File: src/rtl/uart_tx_buffer.sv
// uart_tx_buffer: byte FIFO feeding a UART transmitter through a
// start-strobe / ready handshake.
// Optional status outputs (count, overflow) are built when the macro
// UART_TXBUF_STATUS_EN is defined; the default build omits them.
module uart_tx_buffer #(
    parameter int  DEPTH = 16,
    localparam int AW    = $clog2(DEPTH)
) (
    input  logic        clk,
    input  logic        rst,
    input  logic [7:0]  wr_data,
    input  logic        wr_valid,
    output logic        wr_ready,
    output logic [7:0]  tx_data,
    output logic        tx_start,
    input  logic        tx_ready
`ifdef UART_TXBUF_STATUS_EN
    ,
    output logic [AW:0] count,
    output logic        overflow
`endif
);

    typedef enum logic [1:0] {
        IDLE  = 2'd0,
        START = 2'd1,
        BUSY  = 2'd2
    } state_t;

    localparam logic [AW:0] PTR_ONE = {{AW{1'b0}}, 1'b1};

    logic [7:0]  mem_q [DEPTH];
    logic [AW:0] wr_ptr_q, wr_ptr_d;
    logic [AW:0] rd_ptr_q, rd_ptr_d;
    state_t      state_q, state_d;
    logic [7:0]  tx_data_q, tx_data_d;
    logic        tx_start_q, tx_start_d;
    logic        empty, full, push;

    // Occupancy flags come from registered pointers only, so wr_ready never
    // depends on a same-cycle pop.
    always_comb begin
        empty = (wr_ptr_q == rd_ptr_q);
        full  = (wr_ptr_q[AW] != rd_ptr_q[AW]) &&
                (wr_ptr_q[AW-1:0] == rd_ptr_q[AW-1:0]);
        push  = wr_valid && !full;
    end

    assign wr_ready = !full;
    assign tx_data  = tx_data_q;
    assign tx_start = tx_start_q;

    // Write pointer advances on every accepted byte.
    always_comb begin
        wr_ptr_d = wr_ptr_q;
        if (push) wr_ptr_d = wr_ptr_q + PTR_ONE;
    end

    // Handshake FSM: pop on ready in IDLE, strobe for one cycle in START,
    // then wait in BUSY until the transmitter drops ready so a lingering
    // ready from the previous frame cannot trigger a second pop.
    always_comb begin
        state_d    = state_q;
        rd_ptr_d   = rd_ptr_q;
        tx_data_d  = tx_data_q;
        tx_start_d = 1'b0;
        case (state_q)
            IDLE: begin
                if (tx_ready && !empty) begin
                    state_d    = START;
                    rd_ptr_d   = rd_ptr_q + PTR_ONE;
                    tx_data_d  = mem_q[rd_ptr_q[AW-1:0]];
                    tx_start_d = 1'b1;
                end
            end
            START:   state_d = BUSY;
            BUSY:    if (!tx_ready) state_d = IDLE;
            default: state_d = IDLE;
        endcase
    end

    // Storage is deliberately left out of reset; pointers define validity.
    always_ff @(posedge clk) begin
        if (push && !rst) mem_q[wr_ptr_q[AW-1:0]] <= wr_data;
    end

    // Control registers; reset wins over every other input.
    always_ff @(posedge clk) begin
        if (rst) begin
            wr_ptr_q   <= '0;
            rd_ptr_q   <= '0;
            state_q    <= IDLE;
            tx_data_q  <= 8'h00;
            tx_start_q <= 1'b0;
        end else begin
            wr_ptr_q   <= wr_ptr_d;
            rd_ptr_q   <= rd_ptr_d;
            state_q    <= state_d;
            tx_data_q  <= tx_data_d;
            tx_start_q <= tx_start_d;
        end
    end

`ifdef UART_TXBUF_STATUS_EN
    logic overflow_q, overflow_d;

    assign count    = wr_ptr_q - rd_ptr_q;
    assign overflow = overflow_q;

    // Sticky flag for any write attempted while the FIFO was full.
    always_comb begin
        overflow_d = overflow_q || (wr_valid && full);
    end

    // Overflow register, cleared only by reset.
    always_ff @(posedge clk) begin
        if (rst) overflow_q <= 1'b0;
        else     overflow_q <= overflow_d;
    end
`endif

endmodule

File: config.mk
export PLATFORM = sky130hd
export DESIGN_NAME = uart_tx_buffer
export DESIGN_NICKNAME = d
export VERILOG_FILES = /design/src/rtl/uart_tx_buffer.sv
export SDC_FILE = /design/constraint.sdc
export NUM_CORES = 1
export LEC_CHECK = 0
export BUFFER_PORTS_ARGS = -buffer_cell sky130_fd_sc_hd__buf_2
export CORE_MARGIN = 1
export CORE_UTILIZATION = 30
export CTS_BUF_LIST = sky130_fd_sc_hd__clkbuf_4
export DETAILED_ROUTE_END_ITERATION = 12
export SLEW_MARGIN = 20
export SYNTH_ARGS = -nofsm -noshare
export SYNTH_HDL_FRONTEND = slang
export SYNTH_SLANG_ARGS = --single-unit
File: constraint.sdc
create_clock -name clk -period 3.3 [get_ports clk]
set_input_delay 0.66 -clock clk [delete_from_list [all_inputs] [get_ports clk]]
set_output_delay 0.66 -clock clk [all_outputs]
set_load 0.005 [all_outputs]
==> metrics.txt <==
peak ir drop on the vdd network 0.1628 mV; first-pass GRT wire length 19,730 um; power per cell area 548.0 nW/um^2; Synth top cells by count sky130_fd_sc_hd__edfxtp_1, sky130_fd_sc_hd__nor3_1, sky130_fd_sc_hd__mux4_2; full die area 20,490 um^2; average wire per cell in the routed design 18.87 um; max-cap violations 0; cell depth of the worst flop-to-flop path 4; Crit path required time 2640 ps; synth unique cells 35; internal reg-to-reg setup slack 960 ps; largest clock skew in the final design 22.98 ps; vias post-DR 3,184; Worst-Skew Late Latency 540 ps; GP Congestion 0.7781; number of global-route vias before repair 3,299; Setup TNS 0 ps; Via density 4.766; cell at the root of the clock tree sky130_fd_sc_hd__clkbuf_4; Post-CTS Setup Inserts 0; Syn Nets 368; total power after layout 3714 uW; dominant register cell in the synthesized netlist sky130_fd_sc_hd__edfxtp_1; number of placement rows 51; leakage power total 0.002121 uW; number of enable flip-flop cells after synthesis 128; worst hold path depth 3; status completed; Yosys top cell area share 64.32%; number of antenna violations at the first check in global routing 0; final period utilization 76.30%; Hold Path Class in2reg; CP max FO 6; total standard cell area after synthesis 5976 um^2; clock-pin slew on the worst setup and hold paths 130 ps; count of inserted antenna diode cells 0; DP HPWL 8140 um; RSZ-0062 raised after global routing false; cts-stage hold buffer count 0; # nets final 407; final period demand of the worst path 2518 ps; fraction of registers with async set or reset after synthesis 0%; hold-critical path endpoint state_q[1]; synthesized netlist cell count 351; reg-to-reg critical path endpoint mem_q[6][4]; transition at the pin with the smallest max-transition slack 992.2 ps; Fillers 1,831; source of the worst hold timing path tx_ready; sequential fraction of the synthesis area 71.36%; port buffer count 21; flip-flop and latch count after synthesis 149; Fin Hold WS 386.2 ps; Reg2Reg Launch Point wr_ptr_q[1]; syn_area_per_cell 17.02 um^2; dominant cell type by area after synthesis sky130_fd_sc_hd__edfxtp_1; share of cells above drive strength 1 29.78%; I/O pin total 22; DRC violations left 0; final wirelength 12,600 um; worst setup path category reg2out; Final Max Tran Viols 0; initial standard-cell utilization of the core 30.70%; maximum count of clock buffers along a single path 2; H-tree Lvls 4; placeable core area 19,460 um^2; CTS tree done; Highest Clock Rate 397.2 MHz; global routing usage summed across all routing layers 13.65%; Final Hold Viols 0; startpoint class of the critical path flip-flop; crit path DAT 1860 ps; router iterations before antenna repair 4; Critical Path End Type output port; synth top area cells sky130_fd_sc_hd__edfxtp_1, sky130_fd_sc_hd__mux4_2, sky130_fd_sc_hd__dfxtp_1; number of warnings reported in the yosys synthesis log 0; count of cells resized by post-cts repair 0; relative area change from synthesis to final layout 13.42%; DIE HEIGHT 143.1 um; TritonCTS Buffers 17; Remaining Overflow, GRT 0; Relative slew margins 33.68%; most repeated cell in the gate-level netlist after synthesis sky130_fd_sc_hd__edfxtp_1; count of antenna-violating nets left after detailed routing 0; number of clock sinks seen by CTS 149; largest net degree at the start of global routing 53; Die Width 143.1 um; final setup fails 0; DRC marker count from the first detailed-route iteration 271
## report_power, final
group,internal (uW),total [uW],switching (uW),leakage (uW)
combinational,172,421,249,0.000642
sequential,2090,2120,28.6,0.00133
clock,539,1180,637,0.000154
## cell usage in the layout, fill, tap and decap left out, types with 3 or more instances in the layout
master | Yosys | final
sky130_fd_sc_hd__a211oi_1 | 16 | 16
sky130_fd_sc_hd__a21oi_1 | 5 | 5
sky130_fd_sc_hd__buf_2 | 5 | 21
sky130_fd_sc_hd__buf_4 | 3 | 22
sky130_fd_sc_hd__bufinv_16 | 0 | 3
sky130_fd_sc_hd__clkbuf_4 | 0 | 19
sky130_fd_sc_hd__clkinv_1 | 0 | 4
sky130_fd_sc_hd__dfxtp_1 | 21 | 19
sky130_fd_sc_hd__edfxtp_1 | 128 | 128
sky130_fd_sc_hd__ha_1 | 5 | 5
sky130_fd_sc_hd__inv_1 | 4 | 4
sky130_fd_sc_hd__mux2_2 | 16 | 16
sky130_fd_sc_hd__mux4_2 | 24 | 24
sky130_fd_sc_hd__nand2_1 | 5 | 5
sky130_fd_sc_hd__nand2b_1 | 9 | 9
sky130_fd_sc_hd__nand3_1 | 5 | 5
sky130_fd_sc_hd__nor2_1 | 15 | 15
sky130_fd_sc_hd__nor2b_1 | 8 | 8
sky130_fd_sc_hd__nor3_1 | 25 | 25
sky130_fd_sc_hd__nor4_1 | 4 | 4
sky130_fd_sc_hd__nor4b_2 | 0 | 3
sky130_fd_sc_hd__o21ai_0 | 3 | 3
sky130_fd_sc_hd__o22ai_1 | 8 | 8
sky130_fd_sc_hd__or3_1 | 3 | 3
sky130_fd_sc_hd__xnor2_1 | 3 | 3
sky130_fd_sc_hd__xor2_1 | 5 | 5
## how the worst max path moves through the flow
| stage | startpoint | slack, ps | end | depth (start not counted) |
|---|---|---|---|---|
| floorplan | wr_ptr_q[2] | 690 | mem_q[6][0] | 7 |
| global placement | rd_ptr_q[1] | 1060 | tx_data[6] | 5 |
| detailed placement | wr_valid | 970 | mem_q[6][4] | 3 |
| CTS | wr_ptr_q[1] | 690 | wr_ready | 4 |
| global route | wr_ptr_q[1] | 600 | wr_ready | 4 |
| finish | wr_ptr_q[1] | 780 | wr_ready | 4 |
## sequential cells by signal (all words and copies together) (netlist names)
register and count:
tx_data 8, rd_ptr_q 5, mem_q 128, wr_ptr_q 5, tx_start 1, state_q 2
## kinds of logic (layout without fill, tap and decap cells)
family / Yosys count / count (layout) / share of synthesized area [%]
DFF: 149 / 149 / 71.36
buffers and inverters: 27 / 79 / 2.240
and+or+nand+nor: 82 / 82 / 7.454
muxes: 41 / 41 / 12.23
AOI/OAI and AO/OA: 39 / 39 / 4.502
xor gates and xnor gates: 8 / 8 / 1.173
adders and majority gates: 5 / 5 / 1.047
## layer usage
layer	track usage (%)	part of all wire, %	wire length, um
met1	18.43	46	5747
met2	20.67	47	5943
met3	3.756	6.1	768
met4	5.546	1.1	142
met5	0	0	0
## worst max-delay path: stages, from the launching register on
cell	delay, ps
sky130_fd_sc_hd__dfxtp_1	460
sky130_fd_sc_hd__xor2_1	110
sky130_fd_sc_hd__nor4_2	460
sky130_fd_sc_hd__nand2_1	130
sky130_fd_sc_hd__buf_2	150
## layout make-up
cell class | instances | area (um^2) | share of cell area [%]
multi-input cells | 175 | 1597 | 23.56
flip-flops and latches | 149 | 4267 | 62.95
well taps | 265 | 331.6 | 4.892
repair buffers | 43 | 270.3 | 3.987
clock buffers | 19 | 142.6 | 2.104
clock inverters | 13 | 155.1 | 2.289
inverters | 4 | 15.01 | 0.2215
## stage by stage
stage | instances | worst slack [ps] | util [%] | cell area, um^2
6_report | 668 | 782.2 | 34.82 | 6778
4_1_cts | 668 | 692.2 | 34.82 | 6778
3_3_place_gp | 636 | 1057 | 33.29 | 6480
2_1_floorplan | 351 | 685.4 | - | 5976
5_1_grt | 668 | 603.1 | 34.82 | 6778
3_5_place_dp | 636 | 966.2 | 33.29 | 6480
No activity file was read; power rests on OpenSTA's default activity.
